File: config.mk
export PLATFORM = sky130hd
export DESIGN_NAME = mem_lsu
export DESIGN_NICKNAME = d
export VERILOG_FILES = /design/src/rtl/mem_lsu_pkg.sv /design/src/rtl/mem_lsu_align.sv /design/src/rtl/mem_lsu.sv
export SDC_FILE = /design/constraint.sdc
export NUM_CORES = 1
export LEC_CHECK = 0
export CAP_MARGIN = 20
export CORE_ASPECT_RATIO = 1.75
export CORE_UTILIZATION = 50
export DETAILED_ROUTE_END_ITERATION = 16
export DONT_BUFFER_PORTS = 1
export PLACE_DENSITY = 0.75
export SLEW_MARGIN = 15
export SYNTH_ARGS = -nofsm -noshare
export SYNTH_HDL_FRONTEND = slang
export SYNTH_SLANG_ARGS = --single-unit
File: constraint.sdc
create_clock -name clk -period 3.43 [get_ports clk]
set_clock_uncertainty 0.05 [all_clocks]
set_input_delay 0.686 -clock clk [delete_from_list [all_inputs] [get_ports clk]]
set_output_delay 0.686 -clock clk [all_outputs]
set_load 0.03 [all_outputs]
File: src/rtl/mem_lsu_pkg.sv
// Shared definitions for the load/store unit: bus widths, load/store
// control encodings, FSM state codes and access-size helpers.
package mem_lsu_pkg;

    localparam int REG_BUS      = 32;
    localparam int REG_ADDR_BUS = 5;
    localparam int LS_BUS       = 3;

    // Load control encodings; 6 and 7 decode as "no load".
    typedef enum logic [LS_BUS-1:0] {
        LD_NONE = 3'd0,
        LD_LB   = 3'd1,
        LD_LH   = 3'd2,
        LD_LW   = 3'd3,
        LD_LBU  = 3'd4,
        LD_LHU  = 3'd5
    } load_e;

    // Store control encodings; 4 to 7 decode as "no store".
    typedef enum logic [LS_BUS-1:0] {
        ST_NONE = 3'd0,
        ST_SB   = 3'd1,
        ST_SH   = 3'd2,
        ST_SW   = 3'd3
    } store_e;

    typedef enum logic {
        S_IDLE = 1'b0,
        S_REQ  = 1'b1
    } state_e;

    typedef enum logic [1:0] {
        SZ_NONE = 2'd0,
        SZ_BYTE = 2'd1,
        SZ_HALF = 2'd2,
        SZ_WORD = 2'd3
    } size_e;

    function automatic size_e load_size(input logic [LS_BUS-1:0] ctl);
        case (ctl)
            LD_LB, LD_LBU: load_size = SZ_BYTE;
            LD_LH, LD_LHU: load_size = SZ_HALF;
            LD_LW:         load_size = SZ_WORD;
            default:       load_size = SZ_NONE;
        endcase
    endfunction

    function automatic size_e store_size(input logic [LS_BUS-1:0] ctl);
        case (ctl)
            ST_SB:   store_size = SZ_BYTE;
            ST_SH:   store_size = SZ_HALF;
            ST_SW:   store_size = SZ_WORD;
            default: store_size = SZ_NONE;
        endcase
    endfunction

    // Halfwords need addr[0]=0, words need addr[1:0]=0.
    function automatic logic is_misaligned(input size_e sz, input logic [1:0] lo);
        case (sz)
            SZ_HALF: is_misaligned = lo[0];
            SZ_WORD: is_misaligned = |lo;
            default: is_misaligned = 1'b0;
        endcase
    endfunction

endpackage

File: src/rtl/mem_lsu_align.sv
// lsu_align: purely combinational lane steering. The request side builds
// byte enables and replicated store data; the response side picks the
// addressed byte/half out of the read word and sign/zero-extends it.
module lsu_align
    import mem_lsu_pkg::*;
(
    input  logic [1:0]         req_addr_lo,
    input  logic [1:0]         req_size,
    input  logic [REG_BUS-1:0] storedata,
    output logic [3:0]         be,
    output logic [REG_BUS-1:0] wdata,
    input  logic [1:0]         rsp_addr_lo,
    input  logic [LS_BUS-1:0]  rsp_loadctl,
    input  logic [REG_BUS-1:0] rdata,
    output logic [REG_BUS-1:0] load_data
);

    logic [7:0]  rsp_byte;
    logic [15:0] rsp_half;

    // Byte enables and lane-replicated store data from the access size.
    always_comb begin
        // NOTE: every output gets a default first so no path infers a latch.
        be    = 4'b0000;
        wdata = storedata;
        case (req_size)
            SZ_BYTE: begin
                be    = 4'b0001 << req_addr_lo;
                wdata = {4{storedata[7:0]}};
            end
            SZ_HALF: begin
                be    = req_addr_lo[1] ? 4'b1100 : 4'b0011;
                wdata = {2{storedata[15:0]}};
            end
            SZ_WORD: be = 4'b1111;
            default: be = 4'b0000;
        endcase
    end

    // Select the addressed lane of the read word and extend it.
    always_comb begin
        case (rsp_addr_lo)
            2'd0:    rsp_byte = rdata[7:0];
            2'd1:    rsp_byte = rdata[15:8];
            2'd2:    rsp_byte = rdata[23:16];
            default: rsp_byte = rdata[31:24];
        endcase
        rsp_half = rsp_addr_lo[1] ? rdata[31:16] : rdata[15:0];
        case (rsp_loadctl)
            LD_LB:   load_data = {{24{rsp_byte[7]}}, rsp_byte};
            LD_LBU:  load_data = {24'd0, rsp_byte};
            LD_LH:   load_data = {{16{rsp_half[15]}}, rsp_half};
            LD_LHU:  load_data = {16'd0, rsp_half};
            default: load_data = rdata;
        endcase
    end

endmodule

File: src/rtl/mem_lsu.sv
// mem_lsu: MEM stage load/store unit. Non-memory results pass to WB with one
// cycle of latency; a memop stalls upstream, captures its request, and holds
// dmem_req until dmem_ack, then writes the aligned load data (or nothing for
// a store) into the WB register.
// Optional build macro MEM_MISALIGN_CHECK_EN: misaligned halfword/word
// accesses are dropped without a memory request and flagged on misalign_o.
module mem_lsu
    import mem_lsu_pkg::*;
(
    input  logic                    clk,
    input  logic                    rst,
    input  logic [REG_ADDR_BUS-1:0] rd,
    input  logic                    regwe,
    input  logic [REG_BUS-1:0]      result,
    input  logic [LS_BUS-1:0]       loadctl,
    input  logic [LS_BUS-1:0]       storectl,
    input  logic [REG_BUS-1:0]      storedata,
    output logic                    dmem_req,
    output logic                    dmem_we,
    output logic [REG_BUS-1:0]      dmem_addr,
    output logic [3:0]              dmem_be,
    output logic [REG_BUS-1:0]      dmem_wdata,
    input  logic [REG_BUS-1:0]      dmem_rdata,
    input  logic                    dmem_ack,
    output logic                    stallreq,
    output logic [REG_ADDR_BUS-1:0] rd_o,
    output logic                    regwe_o,
    output logic [REG_BUS-1:0]      wbdata,
    output logic                    misalign_o
);

    state_e state, next_state;

    // Decoded request; a valid load takes priority over a valid store.
    size_e ld_size, st_size, req_size;
    logic  load_valid, store_valid, memop, misaligned, capture;

    // Captured request, held stable for the whole REQ phase.
    logic [REG_BUS-1:0]      cap_addr;
    logic [3:0]              cap_be;
    logic [REG_BUS-1:0]      cap_wdata;
    logic                    cap_we;
    logic [LS_BUS-1:0]       cap_loadctl;
    logic [REG_ADDR_BUS-1:0] cap_rd;
    logic                    cap_regwe;

    logic [3:0]              req_be;
    logic [REG_BUS-1:0]      req_wdata;
    logic [REG_BUS-1:0]      load_data;

    // Next values for the WB output register.
    logic [REG_ADDR_BUS-1:0] wb_rd;
    logic                    wb_regwe;
    logic [REG_BUS-1:0]      wb_data;

    assign ld_size     = load_size(loadctl);
    assign st_size     = store_size(storectl);
    assign load_valid  = (ld_size != SZ_NONE);
    assign store_valid = (st_size != SZ_NONE);
    assign memop       = load_valid | store_valid;
    assign req_size    = load_valid ? ld_size : st_size;

`ifdef MEM_MISALIGN_CHECK_EN
    assign misaligned = is_misaligned(req_size, result[1:0]);
`else
    assign misaligned = 1'b0;
`endif

    lsu_align u_align (
        .req_addr_lo (result[1:0]),
        .req_size    (req_size),
        .storedata   (storedata),
        .be          (req_be),
        .wdata       (req_wdata),
        .rsp_addr_lo (cap_addr[1:0]),
        .rsp_loadctl (cap_loadctl),
        .rdata       (dmem_rdata),
        .load_data   (load_data)
    );

    assign dmem_addr  = {cap_addr[REG_BUS-1:2], 2'b00};
    assign dmem_be    = cap_be;
    assign dmem_we    = cap_we;
    assign dmem_wdata = cap_wdata;

    // FSM state register.
    always_ff @(posedge clk) begin
        if (rst) state <= S_IDLE;
        else     state <= next_state;
    end

    // Next state, handshake outputs and next WB register contents.
    always_comb begin
        next_state = state;
        dmem_req   = 1'b0;
        stallreq   = 1'b0;
        capture    = 1'b0;
        wb_rd      = rd_o;
        wb_regwe   = 1'b0;
        wb_data    = wbdata;
        case (state)
            S_IDLE: begin
                if (memop && !misaligned) begin
                    stallreq   = 1'b1;
                    capture    = 1'b1;
                    next_state = S_REQ;
                end else if (!memop) begin
                    wb_rd    = rd;
                    wb_regwe = regwe;
                    wb_data  = result;
                end
            end
            S_REQ: begin
                dmem_req = 1'b1;
                stallreq = ~dmem_ack;
                if (dmem_ack) begin
                    next_state = S_IDLE;
                    if (!cap_we) begin
                        wb_rd    = cap_rd;
                        wb_regwe = cap_regwe;
                        wb_data  = load_data;
                    end
                end
            end
            default: next_state = S_IDLE;
        endcase
    end

    // Capture the memop request while leaving IDLE.
    always_ff @(posedge clk) begin
        if (rst) begin
            cap_addr    <= '0;
            cap_be      <= '0;
            cap_wdata   <= '0;
            cap_we      <= 1'b0;
            cap_loadctl <= '0;
            cap_rd      <= '0;
            cap_regwe   <= 1'b0;
        end else if (capture) begin
            cap_addr    <= result;
            cap_be      <= req_be;
            cap_wdata   <= req_wdata;
            cap_we      <= ~load_valid;
            cap_loadctl <= load_valid ? loadctl : LD_NONE;
            cap_rd      <= rd;
            cap_regwe   <= regwe;
        end
    end

    // WB output register.
    always_ff @(posedge clk) begin
        // NOTE: non-blocking so every flop samples the pre-edge values.
        if (rst) begin
            rd_o    <= '0;
            regwe_o <= 1'b0;
            wbdata  <= '0;
        end else begin
            rd_o    <= wb_rd;
            regwe_o <= wb_regwe;
            wbdata  <= wb_data;
        end
    end

`ifdef MEM_MISALIGN_CHECK_EN
    // One-cycle pulse for a misaligned memop dropped in IDLE.
    always_ff @(posedge clk) begin
        if (rst) misalign_o <= 1'b0;
        else     misalign_o <= (state == S_IDLE) && memop && misaligned;
    end
`else
    assign misalign_o = 1'b0;
`endif

endmodule
* Word-level counts from Yosys, hierarchy flattened
Index checks and enable logic that the tools add are counted.
** Storage, ports and cells
- Bits in registers :: 117
- Bits of input ports :: 111
- Output and inout port bits :: 110
- Logic and storage cells :: 70
** Cells by class
- Eq/ne operators :: 20
- Shifts and indexed selects :: 1
- Mux-type cells :: 28
- Bitwise logic cells :: 4
- Reduce and logical (&&, ||, !) cells :: 6
** Operator list (count)
- $pmux W32 S2 :: 2
- $pmux W32 S4 :: 1
- $mux W32 :: 3
- $pmux W8 S3 :: 1
- $mux W16 :: 1
- $eq A3 B2 Y1 const B :: 5
- $mux W5 :: 3
- $eq A3 B3 Y1 const B :: 4
- $pmux W2 S3 :: 2
- $pmux W4 S3 :: 1
- $pmux W5 S2 :: 1
- $eq A3 B1 Y1 const B :: 3
- $mux W1 :: 7
- $eq A2 B2 Y1 const B :: 3
- $ne A2 B2 Y1 const B :: 3
- $pmux W1 S2 :: 3
- $eq A2 B1 Y1 const B :: 2
- $mux W4 :: 1
- $reduce_bool A2 Y1 :: 2
- $reduce_or A2 Y1 :: 2
- $shl A1 B2 Y4 const A :: 1
- $mux W3 :: 1
- $not A1 Y1 :: 3
- $reduce_and A3 Y1 :: 1
- 3 further kinds :: 3

* Longest topological paths before layout
- Depth in word-level cells :: 7
- Gate-level depth with buffers :: 10
- Depth with buffers taken out :: 9

* Cells and area by module
From an unflattened synthesis, not the netlist that was laid out.
** Second synthesis, totals
- Cell total of the unflattened synthesis :: 769
- Area, all modules :: 6698.9 um^2
** Modules (own cells, without submodules)
- mem_lsu :: times used 1, cells an instance 566, area an instance 5226.3 um^2, sequential area each 2342.2 um^2
- lsu_align :: times used 1, cells an instance 203, area an instance 1472.7 um^2, sequential area each 0.0 um^2

* Worst setup path before layout
OpenSTA, ideal clock, no wires.
- Path kind :: in2reg
- Start point :: input storectl[2]
- End point :: register cap_wdata[8] (netlist: dmem_wdata[8])
- Setup time :: 0.143 ns
- Arrival time :: 2.271 ns
- Data required time :: 3.237 ns
- Setup slack :: 0.966 ns
- Stages :: 8
- Buffers on the path :: 2
- Cells stage by stage :: nand2b_1 -> o31a_1 -> ha_1 -> clkbuf_1 -> clkbuf_1 -> nand2_1 -> o211ai_1 -> a21oi_1
** On the way
- Word-level cells in the longest chain between the ends :: 6
- Elaborated cells on any way between the ends :: 12
- Those cells by class :: 5 x eq/ne; 5 x mux; 1 x bitwise; 1 x reduce/logical
** RTL lines
- start: declaration :: RTL line mem_lsu.sv:16 : input logic [LS_BUS-1:0] storectl,
- $eq A3 B2 Y1 / $eq A3 B1 Y1 (equally long branches) :: RTL line mem_lsu_pkg.sv:49 : case (ctl)
- $pmux W2 S3 * :: RTL line mem_lsu_pkg.sv:49
- $reduce_bool A2 Y1 :: RTL line mem_lsu.sv:59 : assign store_valid = (st_size != SZ_NONE);
- $or A1 B1 Y1 :: RTL line mem_lsu.sv:60 : assign memop = load_valid | store_valid;
- $mux W1 :: RTL line mem_lsu.sv:103 : if (memop && !misaligned) begin
- $mux W1 :: RTL line mem_lsu.sv:101 : case (state)
- end signal: assignment :: RTL line mem_lsu.sv:142 : cap_wdata <= req_wdata;
- end: declaration :: RTL line mem_lsu.sv:41 : logic [REG_BUS-1:0] cap_wdata;
Every way passes the cells marked *; elsewhere a longest branch is shown, timed or not.
A chain may end at the register's enable or synchronous reset.

* Worst setup path in the final report
- Start point :: register cap_loadctl[1]
- End point :: register wbdata[18]
** On the way
- Word-level cells in the longest chain between the ends :: 5
- Elaborated cells on any way between the ends :: 8
- Those cells by class :: 4 x eq/ne; 4 x mux
** RTL lines
- start: declaration :: RTL line mem_lsu.sv:43 : logic [LS_BUS-1:0] cap_loadctl;
- start signal: assignment :: RTL line mem_lsu.sv:144 : cap_loadctl <= load_valid ? loadctl : LD_NONE;
- $eq A3 B3 Y1, or another cell as far along :: RTL line mem_lsu_align.sv:49 : case (rsp_loadctl)
- $pmux W32 S4 * :: RTL line mem_lsu_align.sv:49
- $mux W32 * :: RTL line mem_lsu.sv:118 : if (!cap_we) begin
- $mux W32 * :: RTL line mem_lsu.sv:116 : if (dmem_ack) begin
- $pmux W32 S2 * :: RTL line mem_lsu.sv:101
- end signal: assignment :: RTL line mem_lsu.sv:160 : wbdata <= wb_data;
- end: declaration :: RTL line mem_lsu.sv:28 : output logic [REG_BUS-1:0] wbdata,
Every way passes the cells marked *; elsewhere a longest branch is shown, timed or not. The select of a mux whose other input is x is not followed.

==> reports/summary.txt <==
Cell variety after synth -> 59
Power Dens Cells -> 658 nW/µm²
Fin crit period -> 2.70 ns
Post-synthesis cell count -> 743
Average wire per standard cell -> 20.6 µm
H-tree levels -> 4
TritonCTS buffer count -> 17
Mux cell area share after synthesis -> 0.0421
First-pass GRT wire length -> 26400 µm
Vias in the first global route -> 5168
Diodes inserted -> 0
Leak pwr -> 2.34 nW
Placement Setup Slack -> 0.726 ns
Final Max Slew Viols -> 0
Number of synthesized register bits -> 117
Initial antenna violation count -> 0
RSZ-0062 raised after global routing -> no
Post-cts gate resize count -> 0
Critical setup path kind -> reg -> reg
Post-route cell area -> 6450 µm²
Worst slew margin -> 0.410
Actual slew at the worst max-slew pin -> 0.884 ns
Number of synthesized flops with an enable pin -> 0
Total track usage -> 0.269
CTS tree -> done
Initial core utilization -> 0.512
Die width -> 85.8 µm
Root Driver -> clkbuf_16
Xor/xnor share of the synthesized area -> 0.00671
Worst EP arrival -> 2.95 ns
Vias -> 5245
Synth Area in Simple Gates -> 0.192
Setup TNS -> 0 ns
DP Wirelength -> 12700 µm
Worst Setup Slack, final -> 0.730 ns
Synthesis warning total -> 0
Core Area -> 12000 µm²
Met3 Use GR -> 0.0860
Post-synthesis adder-cell area fraction -> 0.00814
Fmax -> 0.370 GHz
Largest family of logic cells by synthesized area -> compound AO/OA/AOI/OAI gates
Post-DRT Antenna Nets -> 0
Share of layout cells above drive strength 1 -> 0.146
Postcts setup bufs -> 0
Site Rows -> 53
Met2 Use GR -> 0.467
Clk sinks -> 117
Remaining Overflow, GRT -> 0
Post-synthesis compound-gate area fraction -> 0.267
Avg Cell Area, Syn -> 8.28 µm²
Setup violators final -> 0
Clock Latency Late Sink -> 0.41 ns
CTS max path bufs -> 2
DIE HEIGHT -> 149 µm
Cell Area, Placed -> 5870 µm²
GPL Wtd Cong -> 0.904
Synth async-reset ratio -> 0
Most used flip-flop cell after synthesis -> dfxtp_1
Largest net degree at the start of global routing -> 134
Status -> finished clean
Number of nets in the layout -> 794
Peak VDD IR -> 0.362 mV
Drt total wl -> 17700 µm
Critical Path RT -> 3.68 ns
Final Core Density -> 0.538
First-pass iteration count of the detailed router -> 5
Grt met1 use -> 0.272
FILL cells -> 1086
Sequential element share of the synthesized area -> 0.381
Peak fanout along the critical path -> 22
HP Class -> in -> reg
Boundary Pins -> 221
Maxcap violations -> 0
P&R area growth vs syn -> 4.94%
Period utilisation layout -> 0.787
Clk slew on worst S/H paths -> 0.06 ns
I/O Buffers -> 0
Iteration-0 DRC Markers -> 316
Die Area -> 12800 µm²
CP startpoint kind -> register
Hold-fix buffers at CTS -> 0
# DRC -> 0
Hold Fails Final Rpt -> 0
Worst setup EP type -> register
Via density -> 6.12
Syn Std Cell Area -> 6150 µm²
Top Usage Layer GRT -> met2
per-layer routing:
| layer | share of wire | up-vias |
|---|---|---|
| met1 | 0.35 | 2449 |
| met4 | 0.056 | 0 |
| met2 | 0.51 | 283 |
| met5 | 0 | - |
| li1 | - | 2446 |
| met3 | 0.087 | 67 |
per-stage QoR:
| stage | hold WS [ns] | power (mW) | std cells |
|---|---|---|---|
| after floorplan | 0.386 | 2.46 | 745 |
| after global placement | 0.385 | 2.49 | 825 |
| after detailed placement | 0.395 | 2.52 | 825 |
| after CTS | 0.284 | 4.26 | 857 |
| after global routing | 0.275 | 4.41 | 857 |
| final | 0.293 | 4.25 | 857 |
worst paths after layout:
| kind | from | end | slack, ns | cells past startpoint |
|---|---|---|---|---|
| hold / removal | rst | cap_addr[22] | 0.29 | 1 |
| setup / recovery | cap_loadctl[1] | wbdata[18] | 0.73 | 5 |
| hold reg to reg | cap_rd[0] | cap_rd[0] | 0.41 | 2 |
| setup reg to reg | cap_loadctl[1] | wbdata[18] | 0.73 | 5 |
critical path, stage by stage (launching register included):
cell	delay, ns
dfxtp_1	0.90
nor2b_1	0.29
a21oi_2	0.07
o311ai_4	0.77
a21oi_1	0.14
o41ai_1	0.36
placed cells by master, fill, tap and decap left out, types with 4 or more instances in the layout:
cell type and n:
nand2_1 128, a211o_1 6, nand3b_1 16, dfxtp_1 116, a311oi_1 8, a211oi_1 24
o211ai_1 24, o41ai_2 10, inv_1 7, o21ai_0 8, clkbuf_16 17, nor2_1 64
ha_1 4, nand2b_1 8, o41ai_1 6, o221ai_1 7, nand2_2 9, buf_4 10
a21oi_1 86, inv_6 5, a21oi_2 21, mux2i_1 21, a22oi_1 9, nor2b_1 14
nor3_1 11
where the power goes:
group / internal, mW / switching (mW)
clock: 1.08 / 0.670
combinational: 0.239 / 0.400
sequential: 1.50 / 0.366
registers in the layout, indices dropped and copies added (netlist names):
| register | count |
|---|---|
| rd_o | 5 |
| cap_loadctl | 3 |
| dmem_we | 1 |
| regwe_o | 1 |
| cap_regwe | 1 |
| cap_addr | 32 |
| wbdata | 32 |
| state | 1 |
| cap_rd | 5 |
| dmem_be | 4 |
| dmem_wdata | 32 |
cell families (layout without fill, tap and decap cells):
group	count (synthesis)	in the layout
XOR/XNOR	3	3
AO/OA/AOI/OAI	226	226
AND/OR/NAND/NOR	263	263
flip-flops	117	117
adder cells (fa/ha/maj)	4	4
multiplexers	25	25
buffers and inverters	104	51
other	1	3
cell usage after synthesis, drive strengths merged (8+ instances only):
cell / n / share of area
nor2: 66 / 0.042
a22oi: 9 / 0.011
a311oi: 8 / 0.011
nor2b: 14 / 0.014
a21oi: 108 / 0.10
o21ai: 8 / 0.0065
nand3b: 16 / 0.020
nand2: 137 / 0.087
mux2i: 21 / 0.034
nor3: 11 / 0.0090
clkbuf: 37 / 0.023
buf: 58 / 0.074
o41ai: 16 / 0.035
inv: 8 / 0.0049
a211oi: 24 / 0.029
dfxtp: 117 / 0.38
o211ai: 24 / 0.029
nand2b: 8 / 0.0081
cell type report:
type | count | area (µm²) | share of cell area
Clock buffer | 18 | 429 | 0.0665
Timing Repair Buffer | 10 | 75.1 | 0.0116
Inverter | 9 | 33.8 | 0.00523
Multi-Input combinational cell | 524 | 3220 | 0.498
Clock inverter | 14 | 150 | 0.0233
Tap cell | 165 | 206 | 0.0320
Sequential cell | 117 | 2340 | 0.363
No activity file was read; power rests on OpenSTA's default activity.
